--- src/rtl/pipelined_shifter_if.sv ---
// Operation/result handshake bundle for the pipelined barrel shifter.
// The master presents operations and consumes results; the slave is the shifter.
interface pipelined_shifter_if #(
  parameter int WIDTH = 32,
  parameter int AMT_W = 8,
  parameter int TAG_W = 4
);
  logic             in_valid;
  logic             in_ready;
  logic [WIDTH-1:0] in_data;
  logic [AMT_W-1:0] in_amt;
  logic [2:0]       in_mode;
  logic             in_cin;
  logic [TAG_W-1:0] in_tag;
  logic             out_valid;
  logic             out_ready;
  logic [WIDTH-1:0] out_data;
  logic             out_cout;
  logic             out_zero;
  logic             out_neg;
  logic [TAG_W-1:0] out_tag;

  modport master (
    output in_valid, in_data, in_amt, in_mode, in_cin, in_tag, out_ready,
    input  in_ready, out_valid, out_data, out_cout, out_zero, out_neg, out_tag
  );

  modport slave (
    input  in_valid, in_data, in_amt, in_mode, in_cin, in_tag, out_ready,
    output in_ready, out_valid, out_data, out_cout, out_zero, out_neg, out_tag
  );
endinterface

--- src/rtl/pipelined_shifter.sv ---
// Pipelined barrel shifter: LSL/LSR/ASR/ROR/ROL/RRX with ARM-style carry-out.
// The first stage decodes mode and amount into a plain (direction, fill,
// amount<WIDTH) shift plus a final carry; the log2(WIDTH) mux levels are then
// spread over STAGES registers, earliest stages taking any extra level.
module pipelined_shifter #(
  parameter int WIDTH  = 32,
  parameter int AMT_W  = 8,
  parameter int STAGES = 2,
  parameter int TAG_W  = 4
) (
  input  logic               clk,
  input  logic               rst,
  pipelined_shifter_if.slave bus
);
  localparam int LOG = $clog2(WIDTH);

  localparam logic [1:0] FILL_ZERO = 2'd0;
  localparam logic [1:0] FILL_SIGN = 2'd1;
  localparam logic [1:0] FILL_ROT  = 2'd2;

  localparam logic [2:0] MODE_LSL = 3'd0;
  localparam logic [2:0] MODE_LSR = 3'd1;
  localparam logic [2:0] MODE_ASR = 3'd2;
  localparam logic [2:0] MODE_ROR = 3'd3;
  localparam logic [2:0] MODE_ROL = 3'd4;
  localparam logic [2:0] MODE_RRX = 3'd5;

  localparam logic [LOG-1:0] ONE_L = LOG'(1);

  // First mux level handled by stage s; stage s covers [lvl_lo(s), lvl_lo(s+1)).
  function automatic int lvl_lo(input int s);
    return s * (LOG / STAGES) + ((s < (LOG % STAGES)) ? s : (LOG % STAGES));
  endfunction

  // One mux level: shift/rotate by sh in the decoded direction with the decoded fill.
  function automatic logic [WIDTH-1:0] shift_level(
    input logic [WIDTH-1:0] x,
    input int               sh,
    input logic             dir_left,
    input logic [1:0]       fill
  );
    logic [WIDTH-1:0] r;
    if (dir_left)
      r = (fill == FILL_ROT) ? ((x << sh) | (x >> (WIDTH - sh))) : (x << sh);
    else if (fill == FILL_ROT)
      r = (x >> sh) | (x << (WIDTH - sh));
    else if (fill == FILL_SIGN)
      r = WIDTH'($signed(x) >>> sh);
    else
      r = x >> sh;
    return r;
  endfunction

  logic adv;
  assign adv          = ~bus.out_valid | bus.out_ready;
  assign bus.in_ready = adv;

  // Decode outputs
  logic [WIDTH-1:0] dec_data;
  logic [LOG-1:0]   dec_amt;
  logic             dec_left;
  logic [1:0]       dec_fill;
  logic             dec_cout;
  logic [LOG-1:0]   n_lo;
  logic [LOG-1:0]   idx_l;
  logic [LOG-1:0]   idx_r;
  logic             n_zero;
  logic             n_eq_w;
  logic             n_gt_w;

  // Decode: saturation and zero-amount cases, effective amount, carry bit.
  // idx_l = (W-n) mod W selects in[W-n] (and in[0] when n==W or r==0);
  // idx_r = (n-1) mod W selects in[n-1] (and in[W-1] when n==W or r==0).
  always_comb begin
    n_lo     = bus.in_amt[LOG-1:0];
    idx_l    = '0 - n_lo;
    idx_r    = n_lo - ONE_L;
    n_zero   = (bus.in_amt == '0);
    n_eq_w   = (bus.in_amt == AMT_W'(WIDTH));
    n_gt_w   = (bus.in_amt >  AMT_W'(WIDTH));
    dec_data = bus.in_data;
    dec_amt  = '0;
    dec_left = 1'b0;
    dec_fill = FILL_ZERO;
    dec_cout = bus.in_cin;
    case (bus.in_mode)
      MODE_LSL: begin
        if (n_gt_w) begin
          dec_data = '0;
          dec_cout = 1'b0;
        end else if (n_eq_w) begin
          dec_data = '0;
          dec_cout = bus.in_data[0];
        end else if (!n_zero) begin
          dec_amt  = n_lo;
          dec_left = 1'b1;
          dec_cout = bus.in_data[idx_l];
        end
      end
      MODE_LSR: begin
        if (n_gt_w) begin
          dec_data = '0;
          dec_cout = 1'b0;
        end else if (n_eq_w) begin
          dec_data = '0;
          dec_cout = bus.in_data[WIDTH-1];
        end else if (!n_zero) begin
          dec_amt  = n_lo;
          dec_cout = bus.in_data[idx_r];
        end
      end
      MODE_ASR: begin
        if (n_eq_w || n_gt_w) begin
          dec_data = {WIDTH{bus.in_data[WIDTH-1]}};
          dec_cout = bus.in_data[WIDTH-1];
        end else if (!n_zero) begin
          dec_amt  = n_lo;
          dec_fill = FILL_SIGN;
          dec_cout = bus.in_data[idx_r];
        end
      end
      MODE_ROR: begin
        if (!n_zero) begin
          dec_amt  = n_lo;
          dec_fill = FILL_ROT;
          dec_cout = bus.in_data[idx_r];
        end
      end
      MODE_ROL: begin
        if (!n_zero) begin
          dec_amt  = n_lo;
          dec_left = 1'b1;
          dec_fill = FILL_ROT;
          dec_cout = bus.in_data[idx_l];
        end
      end
      MODE_RRX: begin
        dec_data = {bus.in_cin, bus.in_data[WIDTH-1:1]};
        dec_cout = bus.in_data[0];
      end
      default: ;
    endcase
  end

  // Links between stages: index 0 is the decode output, index s+1 is stage s.
  logic             link_valid [STAGES+1];
  logic [WIDTH-1:0] link_data  [STAGES+1];
  logic             link_cout  [STAGES+1];
  logic [TAG_W-1:0] link_tag   [STAGES+1];
  // Shift control is only needed as an input to a stage, so no link past the last.
  logic [LOG-1:0]   link_amt   [STAGES];
  logic             link_left  [STAGES];
  logic [1:0]       link_fill  [STAGES];

  assign link_valid[0] = bus.in_valid;
  assign link_data[0]  = dec_data;
  assign link_cout[0]  = dec_cout;
  assign link_tag[0]   = bus.in_tag;
  assign link_amt[0]   = dec_amt;
  assign link_left[0]  = dec_left;
  assign link_fill[0]  = dec_fill;

  genvar gi;
  generate
    for (gi = 0; gi < STAGES; gi++) begin : g_stage
      localparam int LO = lvl_lo(gi);
      localparam int HI = lvl_lo(gi + 1);

      logic [WIDTH-1:0] data_next;
      logic             valid_reg;
      logic [WIDTH-1:0] data_reg;
      logic             cout_reg;
      logic [TAG_W-1:0] tag_reg;

      // Apply this stage's share of the mux levels to the incoming partial result.
      always_comb begin
        data_next = link_data[gi];
        for (int k = LO; k < HI; k++) begin
          if (link_amt[gi][k])
            data_next = shift_level(data_next, 1 << k, link_left[gi], link_fill[gi]);
        end
      end

      // Stage register: whole pipeline advances together or holds together.
      always_ff @(posedge clk) begin
        if (rst) begin
          valid_reg <= 1'b0;
          data_reg  <= '0;
          cout_reg  <= 1'b0;
          tag_reg   <= '0;
        end else if (adv) begin
          valid_reg <= link_valid[gi];
          data_reg  <= data_next;
          cout_reg  <= link_cout[gi];
          tag_reg   <= link_tag[gi];
        end
      end

      assign link_valid[gi+1] = valid_reg;
      assign link_data[gi+1]  = data_reg;
      assign link_cout[gi+1]  = cout_reg;
      assign link_tag[gi+1]   = tag_reg;

      if (gi < STAGES - 1) begin : g_ctl
        logic [LOG-1:0] amt_reg;
        logic           left_reg;
        logic [1:0]     fill_reg;

        // Carry the shift control forward for the remaining levels.
        always_ff @(posedge clk) begin
          if (rst) begin
            amt_reg  <= '0;
            left_reg <= 1'b0;
            fill_reg <= FILL_ZERO;
          end else if (adv) begin
            amt_reg  <= link_amt[gi];
            left_reg <= link_left[gi];
            fill_reg <= link_fill[gi];
          end
        end

        assign link_amt[gi+1]  = amt_reg;
        assign link_left[gi+1] = left_reg;
        assign link_fill[gi+1] = fill_reg;
      end else begin : g_flags
        logic zero_reg;
        logic neg_reg;

        // Flags registered alongside the final result so they reset to 0.
        always_ff @(posedge clk) begin
          if (rst) begin
            zero_reg <= 1'b0;
            neg_reg  <= 1'b0;
          end else if (adv) begin
            zero_reg <= (data_next == '0);
            neg_reg  <= data_next[WIDTH-1];
          end
        end

        assign bus.out_zero = zero_reg;
        assign bus.out_neg  = neg_reg;
      end
    end
  endgenerate

  assign bus.out_valid = link_valid[STAGES];
  assign bus.out_data  = link_data[STAGES];
  assign bus.out_cout  = link_cout[STAGES];
  assign bus.out_tag   = link_tag[STAGES];
endmodule

--- src/flat_wrapper.sv ---
// flat-port wrapper written by rule: the top's interface ports become plain ports
module pipelined_shifter_flat 
#(
  parameter int WIDTH  = 32,
  parameter int AMT_W  = 8,
  parameter int STAGES = 2,
  parameter int TAG_W  = 4
)
  (clk, rst, bus_in_valid, bus_in_data, bus_in_amt, bus_in_mode, bus_in_cin, bus_in_tag, bus_out_ready, bus_in_ready, bus_out_valid, bus_out_data, bus_out_cout, bus_out_zero, bus_out_neg, bus_out_tag);
  pipelined_shifter_if #(.WIDTH(WIDTH), .AMT_W(AMT_W), .TAG_W(TAG_W)) bus_i ();
  input  logic clk;
  input  logic rst;
  input wire logic [$bits(bus_i.in_valid)-1:0] bus_in_valid;
  input wire logic [$bits(bus_i.in_data)-1:0] bus_in_data;
  input wire logic [$bits(bus_i.in_amt)-1:0] bus_in_amt;
  input wire logic [$bits(bus_i.in_mode)-1:0] bus_in_mode;
  input wire logic [$bits(bus_i.in_cin)-1:0] bus_in_cin;
  input wire logic [$bits(bus_i.in_tag)-1:0] bus_in_tag;
  input wire logic [$bits(bus_i.out_ready)-1:0] bus_out_ready;
  output wire logic [$bits(bus_i.in_ready)-1:0] bus_in_ready;
  output wire logic [$bits(bus_i.out_valid)-1:0] bus_out_valid;
  output wire logic [$bits(bus_i.out_data)-1:0] bus_out_data;
  output wire logic [$bits(bus_i.out_cout)-1:0] bus_out_cout;
  output wire logic [$bits(bus_i.out_zero)-1:0] bus_out_zero;
  output wire logic [$bits(bus_i.out_neg)-1:0] bus_out_neg;
  output wire logic [$bits(bus_i.out_tag)-1:0] bus_out_tag;
  assign bus_i.in_valid = bus_in_valid;
  assign bus_i.in_data = bus_in_data;
  assign bus_i.in_amt = bus_in_amt;
  assign bus_i.in_mode = bus_in_mode;
  assign bus_i.in_cin = bus_in_cin;
  assign bus_i.in_tag = bus_in_tag;
  assign bus_i.out_ready = bus_out_ready;
  assign bus_in_ready = bus_i.in_ready;
  assign bus_out_valid = bus_i.out_valid;
  assign bus_out_data = bus_i.out_data;
  assign bus_out_cout = bus_i.out_cout;
  assign bus_out_zero = bus_i.out_zero;
  assign bus_out_neg = bus_i.out_neg;
  assign bus_out_tag = bus_i.out_tag;
  pipelined_shifter #(.WIDTH(WIDTH), .AMT_W(AMT_W), .STAGES(STAGES), .TAG_W(TAG_W)) u_core (.clk(clk), .rst(rst), .bus(bus_i));
endmodule
--- config.mk ---
export PLATFORM = sky130hd
export DESIGN_NAME = pipelined_shifter_flat
export DESIGN_NICKNAME = d
export VERILOG_FILES = /design/src/rtl/pipelined_shifter_if.sv /design/src/rtl/pipelined_shifter.sv /design/src/flat_wrapper.sv
export SDC_FILE = /design/constraint.sdc
export NUM_CORES = 1
export LEC_CHECK = 0
export CORE_ASPECT_RATIO = 0.6
export CORE_MARGIN = 2
export CORE_UTILIZATION = 35
export CTS_CLUSTER_DIAMETER = 30
export DETAILED_ROUTE_END_ITERATION = 6
export GPL_TIMING_DRIVEN = 0
export REMOVE_ABC_BUFFERS = 1
export SLEW_MARGIN = 20
export SYNTH_ARGS = -nofsm -noshare
export SYNTH_HDL_FRONTEND = slang
export SYNTH_SLANG_ARGS = --single-unit
--- constraint.sdc ---
create_clock -name clk -period 4.3 [get_ports clk]
set_input_delay 0.86 -clock clk [delete_from_list [all_inputs] [get_ports clk]]
set_output_delay 0.86 -clock clk [all_outputs]
set_load 0.02 [all_outputs]
### Word-level counts from Yosys, hierarchy flattened

Index checks and enable logic that the tools add are counted.

* output and inout port bits: 41
* word-level logic and storage cells: 99
* register bits: 86

* order comparisons: 3
* add/sub/neg operators: 2
* bitwise operators: 11
* reductions and logical operators: 6
* multiplexer cells: 54
* equality and inequality tests: 10

Operator list (count)
* 32-bit 2-to-1 mux: 27
* 32-bit one-hot mux with 3 select lines: 1
* 32-bit zero test: 1
* 24-bit by 32-bit OR with 32-bit output: 1
* 28-bit by 32-bit OR with 32-bit output: 1
* 30-bit by 32-bit OR with 32-bit output: 1
* 31-bit by 32-bit OR with 32-bit output: 1
* 32-bit by 1-bit OR with 32-bit output: 1
* 32-bit by 16-bit OR with 32-bit output: 1
* 32-bit by 2-bit OR with 32-bit output: 1
* 32-bit by 4-bit OR with 32-bit output: 1
* 32-bit by 8-bit OR with 32-bit output: 1
* 31-bit 2-to-1 mux: 1
* 5-bit 2-to-1 mux: 4
* 5-bit one-hot mux with 3 select lines: 1
* 1-bit 2-to-1 mux: 13
* 5-bit by 6-bit < comparator with 1-bit output (second input constant): 2
* 1-bit binary-select mux with 5-bit select: 2
* 8-bit by 6-bit == test with 1-bit output (second input constant): 1
* 8-bit by 6-bit greater-than comparator with 1-bit output (second input constant): 1
* 8-bit zero test: 1
* 3-bit by 2-bit == test with 1-bit output (second input constant): 2
* 3-bit == test (second input constant): 2
* 1-bit one-hot mux with 6 select lines: 1
* 13 further kinds: 17

### Longest topological paths before layout

* depth in word-level cells: 17
* depth in mapped cells: 15
* mapped depth without buffers: 10

### Worst setup path after synthesis

OpenSTA, ideal clock, no wires.

* kind: input -> register
* start: input bus_in_amt[0]
* end: register u_core.g_stage[0].cout_reg
* arrival: 4.146 ns
* setup slack: 0.020 ns
* stages on the path: 13
* setup time: 0.134 ns
* buffers on the path: 4
* required time: 4.166 ns
* cells stage by stage: clkbuf_1 buf_2 clkinv_1 ha_1 clkbuf_1 buf_2 mux4_2 mux4_2 mux2i_1 a21oi_1 o21ai_0 o2111ai_1 nor3b_1

* word-level cells in the longest chain between the ends: 7

RTL lines
* start: declaration: RTL line flat_wrapper.sv:15 `input wire logic [$bits(bus_i.in_amt)-1:0] bus_in_amt;`
* 5-bit by 1-bit subtractor with 5-bit output or 1-bit by 5-bit subtractor with 5-bit output (tied branches): RTL line pipelined_shifter.sv:77, pipelined_shifter.sv:76
* 1-bit binary-select mux with 5-bit select, on equally long branches
* 1-bit 2-to-1 mux, on equally long branches (2 in series)
* 1-bit 2-to-1 mux, on equally long branches: RTL line pipelined_shifter.sv:104, pipelined_shifter.sv:91
* 1-bit 2-to-1 mux, on equally long branches: RTL line pipelined_shifter.sv:101, pipelined_shifter.sv:88
* 1-bit one-hot mux with 6 select lines *: RTL line pipelined_shifter.sv:86 `case (bus.in_mode)`
* end signal: assignment: RTL line pipelined_shifter.sv:194 `cout_reg <= link_cout[gi];`
* end: declaration: RTL line pipelined_shifter.sv:172 `logic cout_reg;`

Mark *: on every way between the ends. The rest lies on a longest branch, timed or not. The select of a mux whose other input is x is not followed.
A chain may end at the register's enable or synchronous reset.

### Final worst setup path

* start: input bus_in_amt[1]
* end: register u_core.g_stage[0].data_reg[29]

* word-level cells in the longest chain between the ends: 17

RTL lines
* 8-bit by 6-bit greater-than comparator with 1-bit output (tied with other cells): RTL line pipelined_shifter.sv:80 `n_gt_w = (bus.in_amt > AMT_W'(WIDTH));`
* 1-bit logical OR or 1-bit 2-to-1 mux (tied branches)
* 2-bit 2-to-1 mux: RTL line pipelined_shifter.sv:113 `if (n_eq_w || n_gt_w) begin`
* 2-bit one-hot mux with 2 select lines: RTL line pipelined_shifter.sv:86
* 2-bit by 1-bit == test with 1-bit output: RTL line pipelined_shifter.sv:47 `else if (fill == FILL_SIGN)`
* 32-bit 2-to-1 mux: RTL line pipelined_shifter.sv:47
* 32-bit 2-to-1 mux: RTL line pipelined_shifter.sv:45 `else if (fill == FILL_ROT)`
* 32-bit 2-to-1 mux: RTL line pipelined_shifter.sv:43 `if (dir_left)`
* 32-bit 2-to-1 mux: RTL line pipelined_shifter.sv:179 `if (link_amt[gi][k])`
* 32-bit 2-to-1 mux or 32-bit by 2-bit OR with 32-bit output (tied branches): RTL line pipelined_shifter.sv:47, pipelined_shifter.sv:44
* 32-bit 2-to-1 mux, on equally long branches: RTL line pipelined_shifter.sv:45, pipelined_shifter.sv:44
* 32-bit 2-to-1 mux: RTL line pipelined_shifter.sv:43
* 32-bit 2-to-1 mux: RTL line pipelined_shifter.sv:179
* 32-bit 2-to-1 mux or 28-bit by 32-bit OR with 32-bit output (tied branches): RTL line pipelined_shifter.sv:47, pipelined_shifter.sv:46
* 32-bit 2-to-1 mux: RTL line pipelined_shifter.sv:45
* 32-bit 2-to-1 mux: RTL line pipelined_shifter.sv:43
* 32-bit 2-to-1 mux *: RTL line pipelined_shifter.sv:179
* end signal: assignment: RTL line pipelined_shifter.sv:193 `data_reg <= data_next;`
* end: declaration: RTL line pipelined_shifter.sv:171 `logic [WIDTH-1:0] data_reg;`

Mark *: on every way between the ends. The rest lies on a longest branch, timed or not.

==> impl_metrics.env <==
export IMPL_start_kind="primary input"
export IMPL_grt_pass1_vias=8853
export IMPL_path_cells="clkdlybuf4s50_1 > inv_1 > ha_2 > nor4b_4 > mux2i_4 > nand3_4 > a211oi_1 > nor3_1 > a2bb2oi_2 > a21oi_1 > nor4_1"
export IMPL_vias=10400
export IMPL_cts_root_buf="clkbuf_16"
export IMPL_grt_first_pass_wirelength_um=54800
export IMPL_ys_seq_area_frac=0.192
export IMPL_muxShareOfSynthArea=0.113
export IMPL_cp_end_kind="register"
export IMPL_crit_buf_inv=2
export IMPL_clk_pin_slew_ns=0.07
export IMPL_wire_per_inst_um=23.7
export IMPL_tightest_slew_ns=1.21
export IMPL_dp_cells=1494
export IMPL_yosys_most_used_dff="dfxtp_1"
export IMPL_cp_required_ns=4.54
export IMPL_post_synth_fa_ha_maj_area_fraction=0.00146
export IMPL_cts_sinks=82
export IMPL_synthXorXnorAreaFrac=0.00307
export IMPL_num_io_pins=93
export IMPL_synth_warnings=0
export IMPL_hold_violations=0
export IMPL_grt_max_degree=76
export IMPL_synth_area_sq_mm=0.00855
export IMPL_grt_util_met1=0.440
export IMPL_rsz0062_at_grt="true"
export IMPL_busiest_layer="met1"
export IMPL_synth_edff_count=0
export IMPL_die_y_um=125
export IMPL_antenna_left=0
export IMPL_timing_final_max_slew_violations=0
export IMPL_synth_simple_area_share=0.238
export IMPL_max_stage_delay_ns=0.73
export IMPL_status="completed"
export IMPL_slew_headroom=0.190
export IMPL_start_util=0.355
export IMPL_cts_tree="built"
export IMPL_global_route_usage_met2=0.348
export IMPL_synthCells=1182
export IMPL_avgSynthCellArea_sq_um=7.23
export IMPL_synth_seq_cells=82
export IMPL_fin_setup_tns_ns=0
export IMPL_worstPathArrival_ns=4.52
export IMPL_fp_dieArea_sq_mm=0.0257
export IMPL_grt_remaining_overflow=0
export IMPL_ir_drop_mv=0.196
export IMPL_p_per_area_mw_per_mm2=299
export IMPL_grt_use_total=0.272
export IMPL_fin_crit_ns=4.29
export IMPL_dp_hpwl_um=26300
export IMPL_cts_max_path_buffers=2
export IMPL_largest_reg_flops=32
export IMPL_grt_use_met3=0.0855
export IMPL_drtPass1Iterations=6
export IMPL_synth_top_family_by_area="compound AO/OA/AOI/OAI gates"
export IMPL_cts_buffers=9
export IMPL_drive_above_1_share=0.106
export IMPL_synth_cell_types=87
export IMPL_place_port_buffers=92
export IMPL_core_area_sq_mm=0.0241
export IMPL_clkLatencyLatePin_ns=0.35
export IMPL_cap_violations=0
export IMPL_crit_type="in -> reg"
export IMPL_die_x_um=206
export IMPL_drt_iter0_markers=1802
export IMPL_critPathTopFamily="simple AND/OR/NAND/NOR gates"
export IMPL_crit_fanout=23
export IMPL_nNetsFinal=1243
export IMPL_fin_cells=1517
export IMPL_h_tree_depth=3
export IMPL_async_reset_ff_frac=0
export IMPL_finClkSkew_ns=0.0121
export IMPL_synth_compound_area_share=0.383
export IMPL_critical_path_slowest_cell="clkdlybuf4s50_1"
export IMPL_setup_violations=0
export IMPL_rows=44
export IMPL_max_freq_mhz=233
export IMPL_leakagePower_nw=3.40
export IMPL_antenna_cells=0
export IMPL_viasPerCell=6.86
export IMPL_timing_final_crit_share=0.997
export IMPL_drcViolationCount=0
export IMPL_place_gp_congestion=0.974
export IMPL_hold_class="reg -> reg"
export IMPL_antenna_found_initial=0
export IMPL_area_delta_synth_final_pct=16.8
export IMPL_routed_wl_um=36000
[logic make-up after synthesis]
logic type,Yosys count
AND/OR/NAND/NOR,424
flip-flops,82
XOR/XNOR,3
AO/OA/AOI/OAI,483
adder cells (fa/ha/maj),1
multiplexers,66
buffers and inverters,123
[through the flow]
step | setup slack [ns] | power, W | hold slack (ns) | instance area, sq um | utilization
after floorplan | -1.05 | 0.00164 | 0.426 | 8010 | -
final | 0.0143 | 0.00298 | 0.450 | 9980 | 0.415
after CTS | 0.0218 | 0.00293 | 0.452 | 9900 | 0.411
after global routing | -0.0103 | 0.00311 | 0.467 | 9980 | 0.415
after global placement | -4.99 | 0.00210 | 0.438 | 9330 | 0.388
after detailed placement | -1.02 | 0.00211 | 0.445 | 9510 | 0.395
[layout by cell type, fill, tap and decap left out, types with 10 or more instances in the layout]
master / count
clkdlybuf4s50_1: 86
nor2_1: 123
nand2_1: 121
nand3_1: 44
dfxtp_1: 79
mux2i_1: 25
nor3b_1: 10
nor2b_1: 12
a31oi_1: 14
a22oi_1: 21
o211ai_1: 34
nand2b_1: 12
a21oi_1: 138
o21ai_0: 73
a211oi_1: 53
nor3_1: 27
mux2_2: 17
mux4_2: 22
a311oi_1: 11
inv_1: 11
o22ai_1: 16
[power breakdown]
part	leakage (nW)	internal, W	switching (W)
clock	0.142	0.000469	0.000336
sequential	0.678	0.000840	0.0000865
combinational	2.58	0.000478	0.000775
[routing by layer]
metal  part of all wire  up-vias
met5                  0        -
met4             0.0072        0
met3               0.15       45
met2               0.38      771
met1               0.46     5018
li1                   -     4578
[cell type report]
class | count | area (sq um)
Clock buffer | 11 | 243
Clock inverter | 5 | 62.6
Fill cell | 2445 | 14100
Inverter | 14 | 56.3
Multi-Input combinational cell | 980 | 6480
Sequential cell | 82 | 1650
Tap cell | 322 | 403
Timing Repair Buffer | 103 | 1090
[worst register-to-register path, delay by kind of cell, from the launching register on]
family          cells  cell delay (ns)
compound gates      3             0.97
buf+inv             2             0.58
flops               1             0.42
simple gates        4             1.23
[worst paths after layout]
check        depth (start not counted)                               start                        endpoint  slack [ns]
max                                 11                       bus_in_amt[1]  u_core.g_stage[0].data_reg[29]        0.01
min                                  2        u_core.g_stage[0].tag_reg[3]    u_core.g_stage[0].tag_reg[3]        0.45
max reg2reg                          9  u_core.g_stage[0].g_ctl.amt_reg[3]             u_core.bus.out_zero        1.04
min reg2reg                          2        u_core.g_stage[0].tag_reg[3]    u_core.g_stage[0].tag_reg[3]        0.45
[Yosys cell counts, types with 17 or more instances]
master    number  area (sq um)
buf_2         37           185
nor3_1        28           140
clkbuf_1      49           184
a211oi_1      53           398
mux2_2        17           191
dfxtp_1       82          1640
mux4_2        22           495
o21ai_0       74           370
nand3_1       45           225
nor2_1       127           477
o211ai_1      34           255
nand2_1      123           462
mux2i_1       26           260
a21oi_1      138           691
a22oi_1       21           158
[what timing repair did]
action                                  CTS  global route
buffers inserted                          1             3
resized for setup                        15            15
pin swaps                                 1             2
endpoints found under the setup margin   33            17
hold buffers                              0             0
gates cloned                              2             1
endpoints found under the hold margin     0             0
No activity file was read; power rests on OpenSTA's default activity.
